==> src/rtl/ifu_seq_ctrl_pkg.sv <==
// rtl/ifu_seq_ctrl_pkg.sv - shared state encoding and constants for the fetch sequencer
package ifu_seq_ctrl_pkg;

    localparam int CPU_WIDTH = 32;

    localparam logic [31:0] EBREAK_INST = 32'h00100073;

    typedef enum logic [2:0] {
        ST_IDLE = 3'd0,
        ST_REQ  = 3'd1,
        ST_WAIT = 3'd2,
        ST_EXEC = 3'd3,
        ST_HALT = 3'd4
    } ifu_state_t;

    function automatic logic is_ebreak(input logic [31:0] inst);
        return inst == EBREAK_INST;
    endfunction

endpackage

==> src/rtl/ifu_seq_ctrl_fetch_timer.sv <==
// rtl/ifu_seq_ctrl_fetch_timer.sv - WAIT-state cycle counter flagging a fetch timeout
module fetch_timer #(
    parameter int TIMEOUT_CYCLES = 255
) (
    input  logic clk,
    input  logic rst,
    input  logic i_clear,
    input  logic i_inc,
    output logic o_expired
);

    localparam int CNT_W = ($clog2(TIMEOUT_CYCLES + 1) > 8) ? $clog2(TIMEOUT_CYCLES + 1) : 8;

    logic [CNT_W-1:0] r_count;

    always_ff @(posedge clk) begin
        if (rst || i_clear) begin
            r_count <= '0;
        end else if (i_inc) begin
            r_count <= r_count + 1'b1;
        end
    end

    // Fires on the increment that would make the count reach TIMEOUT_CYCLES.
    assign o_expired = i_inc && (r_count == CNT_W'(TIMEOUT_CYCLES - 1));

endmodule

==> src/rtl/ifu_seq_ctrl.sv <==
// rtl/ifu_seq_ctrl.sv - instruction fetch sequencer (IDLE/REQ/WAIT/EXEC/HALT)
// Optional fetch timeout enabled by defining FETCH_TIMEOUT_EN.
module ifu_seq_ctrl #(
    parameter int CPU_WIDTH      = ifu_seq_ctrl_pkg::CPU_WIDTH,
    parameter int TIMEOUT_CYCLES = 255
) (
    input  logic                 clk,
    input  logic                 rst,
    input  logic [CPU_WIDTH-1:0] pc,
    output logic                 imem_req_valid,
    input  logic                 imem_req_ready,
    output logic [CPU_WIDTH-1:0] imem_addr,
    input  logic                 imem_rsp_valid,
    input  logic [31:0]          imem_rsp_data,
    output logic [31:0]          inst,
    output logic                 inst_valid,
    output logic                 pc_ena,
    output logic                 halted,
    output logic                 fetch_err,
    output logic [31:0]          instret
);

    import ifu_seq_ctrl_pkg::*;

    ifu_state_t  r_state;
    logic        r_req_valid;
    logic        r_inst_valid;
    logic        r_pc_ena;
    logic        r_halted;
    logic [31:0] r_inst;
    logic [31:0] r_instret;
    logic        w_timeout;

`ifdef FETCH_TIMEOUT_EN
    logic w_wait_entry;
    logic w_wait_idle;
    logic r_fetch_err;

    assign w_wait_entry = (r_state == ST_REQ) && imem_req_ready;
    assign w_wait_idle  = (r_state == ST_WAIT) && !imem_rsp_valid;

    fetch_timer #(
        .TIMEOUT_CYCLES(TIMEOUT_CYCLES)
    ) u_fetch_timer (
        .clk       (clk),
        .rst       (rst),
        .i_clear   (w_wait_entry),
        .i_inc     (w_wait_idle),
        .o_expired (w_timeout)
    );

    always_ff @(posedge clk) begin
        if (rst) begin
            r_fetch_err <= 1'b0;
        end else if (w_timeout) begin
            r_fetch_err <= 1'b1;
        end
    end

    assign fetch_err = r_fetch_err;
`else
    assign w_timeout = 1'b0;
    assign fetch_err = 1'b0;
`endif

    always_ff @(posedge clk) begin
        if (rst) begin
            r_state      <= ST_IDLE;
            r_req_valid  <= 1'b0;
            r_inst_valid <= 1'b0;
            r_pc_ena     <= 1'b0;
            r_halted     <= 1'b0;
            r_inst       <= 32'h0;
            r_instret    <= 32'h0;
        end else begin
            r_inst_valid <= 1'b0;
            r_pc_ena     <= 1'b0;
            case (r_state)
                ST_IDLE: begin
                    r_state     <= ST_REQ;
                    r_req_valid <= 1'b1;
                end
                ST_REQ: begin
                    if (imem_req_ready) begin
                        r_state     <= ST_WAIT;
                        r_req_valid <= 1'b0;
                    end
                end
                ST_WAIT: begin
                    if (imem_rsp_valid) begin
                        r_state      <= ST_EXEC;
                        r_inst       <= imem_rsp_data;
                        r_inst_valid <= 1'b1;
                        r_pc_ena     <= !is_ebreak(imem_rsp_data);
                    end else if (w_timeout) begin
                        r_state  <= ST_HALT;
                        r_halted <= 1'b1;
                    end
                end
                ST_EXEC: begin
                    // ebreak never retires; the PC stays on it while halted.
                    if (is_ebreak(r_inst)) begin
                        r_state  <= ST_HALT;
                        r_halted <= 1'b1;
                    end else begin
                        r_state     <= ST_REQ;
                        r_req_valid <= 1'b1;
                        r_instret   <= r_instret + 32'd1;
                    end
                end
                ST_HALT: begin
                    r_halted <= 1'b1;
                end
                default: begin
                    r_state     <= ST_IDLE;
                    r_req_valid <= 1'b0;
                end
            endcase
        end
    end

    assign imem_req_valid = r_req_valid;
    assign imem_addr      = pc;
    assign inst           = r_inst;
    assign inst_valid     = r_inst_valid;
    assign pc_ena         = r_pc_ena;
    assign halted         = r_halted;
    assign instret        = r_instret;

endmodule

==> config.mk <==
export PLATFORM = sky130hd
export DESIGN_NAME = ifu_seq_ctrl
export DESIGN_NICKNAME = d
export VERILOG_FILES = /design/src/rtl/ifu_seq_ctrl_pkg.sv /design/src/rtl/ifu_seq_ctrl_fetch_timer.sv /design/src/rtl/ifu_seq_ctrl.sv
export SDC_FILE = /design/constraint.sdc
export NUM_CORES = 1
export LEC_CHECK = 0
export CAP_MARGIN = 20
export CORE_AREA = 2 2 95 97
export DETAILED_ROUTE_END_ITERATION = 7
export DIE_AREA = 0 0 97 99
export PLACE_DENSITY = 0.88
export SLEW_MARGIN = 20
export SYNTH_ARGS = -nofsm -noshare
export SYNTH_HDL_FRONTEND = slang
export SYNTH_SLANG_ARGS = --single-unit
==> constraint.sdc <==
create_clock -name clk -period 2.3 [get_ports clk]
set_input_delay 0.345 -clock clk [delete_from_list [all_inputs] [get_ports clk]]
set_output_delay 0.345 -clock clk [all_outputs]
set_load 0.01 [all_outputs]
==> flow_summary.toml <==
[worst_setup_path]
arrival_ps = 2400
crit_top_cell = "nand2_1"
crit_fanout = 5
path_class = "reg2reg"
cpPeakStageDelay_ps = 470
worstPathCellList = "ha_1 > nand2_1 > nor3_1 > nand4_1 > or4_1 > nand2_1"
required_ps = 2580
crit_path_end_kind = "register"
slowest_stage = "nor3_1"
r2r_slack_ps = 190
start_kind = "register"

[logic_synthesis]
synth_warnings = 0
synth-seq-area-share_pct = 42.44
synth_edf_count = 0
netlist_instances = 409
ys_types = 48
netlist_area_mm2 = 0.003349
yosysTopAreaCellShare_pct = 42.44
syn-num-nets = 478
async_reset_ff_share_pct = 0
synth_top_area_cell = "dfxtp_1"
synth_top_flop_cell = "dfxtp_1"
syn_avg_cell_area_um2 = 8.189
synth-seq-cells = 71
synth_area_leaders = "dfxtp_1 42%, nand2_1 8.6%, a21oi_1 8.1%"

[route]
drt_wl_total_um = 8659
firstDrtPassIters = 4
vias_per_cell = 5.355
ant_nets = 0
first_iter_violations = 191
post_drt_wl_per_cell_um = 14.55
vias = 3186
drc = 0

[die]
die_y_um = 99
row_count = 34
io_pins = 169
start_util_pct = 39.17
core_mm2 = 0.008551
die-area_mm2 = 0.009603
die_x_um = 97

[cells_and_area]
fin_cells = 595
final_common_cell = "clkdlybuf4s50_1"
final_layout_size_suffix_gt1_share_pct = 7.598
final_cell_mix = "102 x clkdlybuf4s50_1, 77 x nand2_1, 71 x dfxtp_1"
n_antenna_cell = 0
syn_to_final_growth_pct = 33.77
fin_nets = 551

[power_and_ir_drop]
totalPowerFinal_w = 0.002569
leakagePower_nw = 1.494
peakVddDrop_mv = 0.3396
powerDensity_mw_per_mm2 = 573.4

[timing]
setup_ws_ps = 189.2
finalHoldViolations = 0
maxSlewViolCount = 0
fmax_mhz = 473.8
tns_ps = 0
rsz0062_at_grt = "no"
maxSlewHeadroom_pct = 61.61
post-route-period-util_pct = 91.77
worst_hold_slack_ps = 415.8
finalClockSkew_ps = 10.71
fin_crit_ps = 2111
setup_viol = 0
tightest_slew_ps = 571.5

[placed_design]
io_buffer_count = 103
dp_slack_ps = 239.0
gp_congestion = 0.7906
place_inst = 579
dp_hpwl_um = 6471

[global_routing]
grt_pass1_wl_um = 13970
grt_pass1_vias = 3038
overflow = 0
antenna_found_initial = 0
grt_max_degree = 34
grt_util_all_layers_pct = 17.65

[clock_tree]
cts_tree = "yes"
cts.clk_slew.worst_paths_ps = 70
numClockSinks = 71
post_cts.repair.setup_buffers = 0
clk_latency_ps = 340
numCtsBuffers = 9
cts.htree.levels = 3
cts_resized = 0
clockBufferDepth = 2
root_buffer = "clkbuf_8"
cts_hold_buf = 0

[flow_run]
maxCapViolCount = 0

[run_status]
status = "finished, final reports clean"

[hold_path]
min_path_type = "in2reg"
[routing by layer]
layer	global-route usage (%)	routed length (um)
met1	21.03	3750
met2	29.75	4215
met3	5.745	537
met4	6.717	157
met5	0	0
[final cells by class]
cell class / instances / area, um2
Clock buffer: 13 / 158.9
Sequential cell: 71 / 1421
Inverter: 4 / 15.01
Timing Repair Buffer: 115 / 1116
Fill cell: 803 / 4070
Tap cell: 108 / 135.1
Multi-Input combinational cell: 281 / 1569
Clock inverter: 3 / 65.06
[final timing paths]
path / startpoint / to / depth (start not counted)
setup / recovery: instret[0] / instret[20] / 6
hold / removal: rst / instret[16] / 2
setup reg to reg: instret[0] / instret[20] / 6
hold reg to reg: inst[0] / inst[0] / 2
[cell families after synthesis]
logic type               synth area share (%)
AND/OR/NAND/NOR                         26.78
adder cells (fa/ha/maj)                0.3735
XOR/XNOR                                2.877
other                                  0.1120
flip-flops                              42.44
AO/OA/AOI/OAI                           16.10
multiplexers                           0.5977
buffers and inverters                   10.72
[power breakdown]
part / leakage, nW / internal [W] / switching, W / total (W)
Clock: 0.114 / 0.000670 / 0.000439 / 0.00111
Sequential: 0.573 / 0.00125 / 0.0000177 / 0.00126
Combinational: 0.807 / 0.000107 / 0.0000890 / 0.000196
Total: 1.49 / 0.00202 / 0.000546 / 0.00257
[through the flow]
step,instance area [um2],utilization (%)
floorplan,3349,-
global placement,4257,49.78
detailed placement,4257,49.78
CTS,4481,52.40
global route,4481,52.40
finish,4481,52.40
[flip-flops by register name, summed over array words and instances, names as in the netlist]
register        flops
instret            32
inst_valid          1
halted              1
imem_req_valid      1
pc_ena              1
r_state             3
inst               32
[cell usage after synthesis, types with 2 or more instances]
library cell  count
or3_1            14
nor3_1            4
mux2i_1           2
o211ai_1          5
nor2_1           22
o21a_1            4
nand2_1          77
nand3b_1          2
nor4b_1           2
a21oi_1          54
xor2_1            9
clkbuf_1         15
xnor2_1           2
dfxtp_1          71
o2111ai_1         6
nand4_1           9
or4_1             2
inv_1             4
and4_1            2
nand3_1          11
buf_4            34
nor4_1           12
and3_1            3
o21ai_0          18
buf_2             2
[worst max-delay path: cells and delay by family, from the launching register on]
family	cells	cell delay (ps)
DFF	1	420
adders and majority gates	1	280
and+or+nand+nor	5	1350
Power figures use the tool's default switching activity.
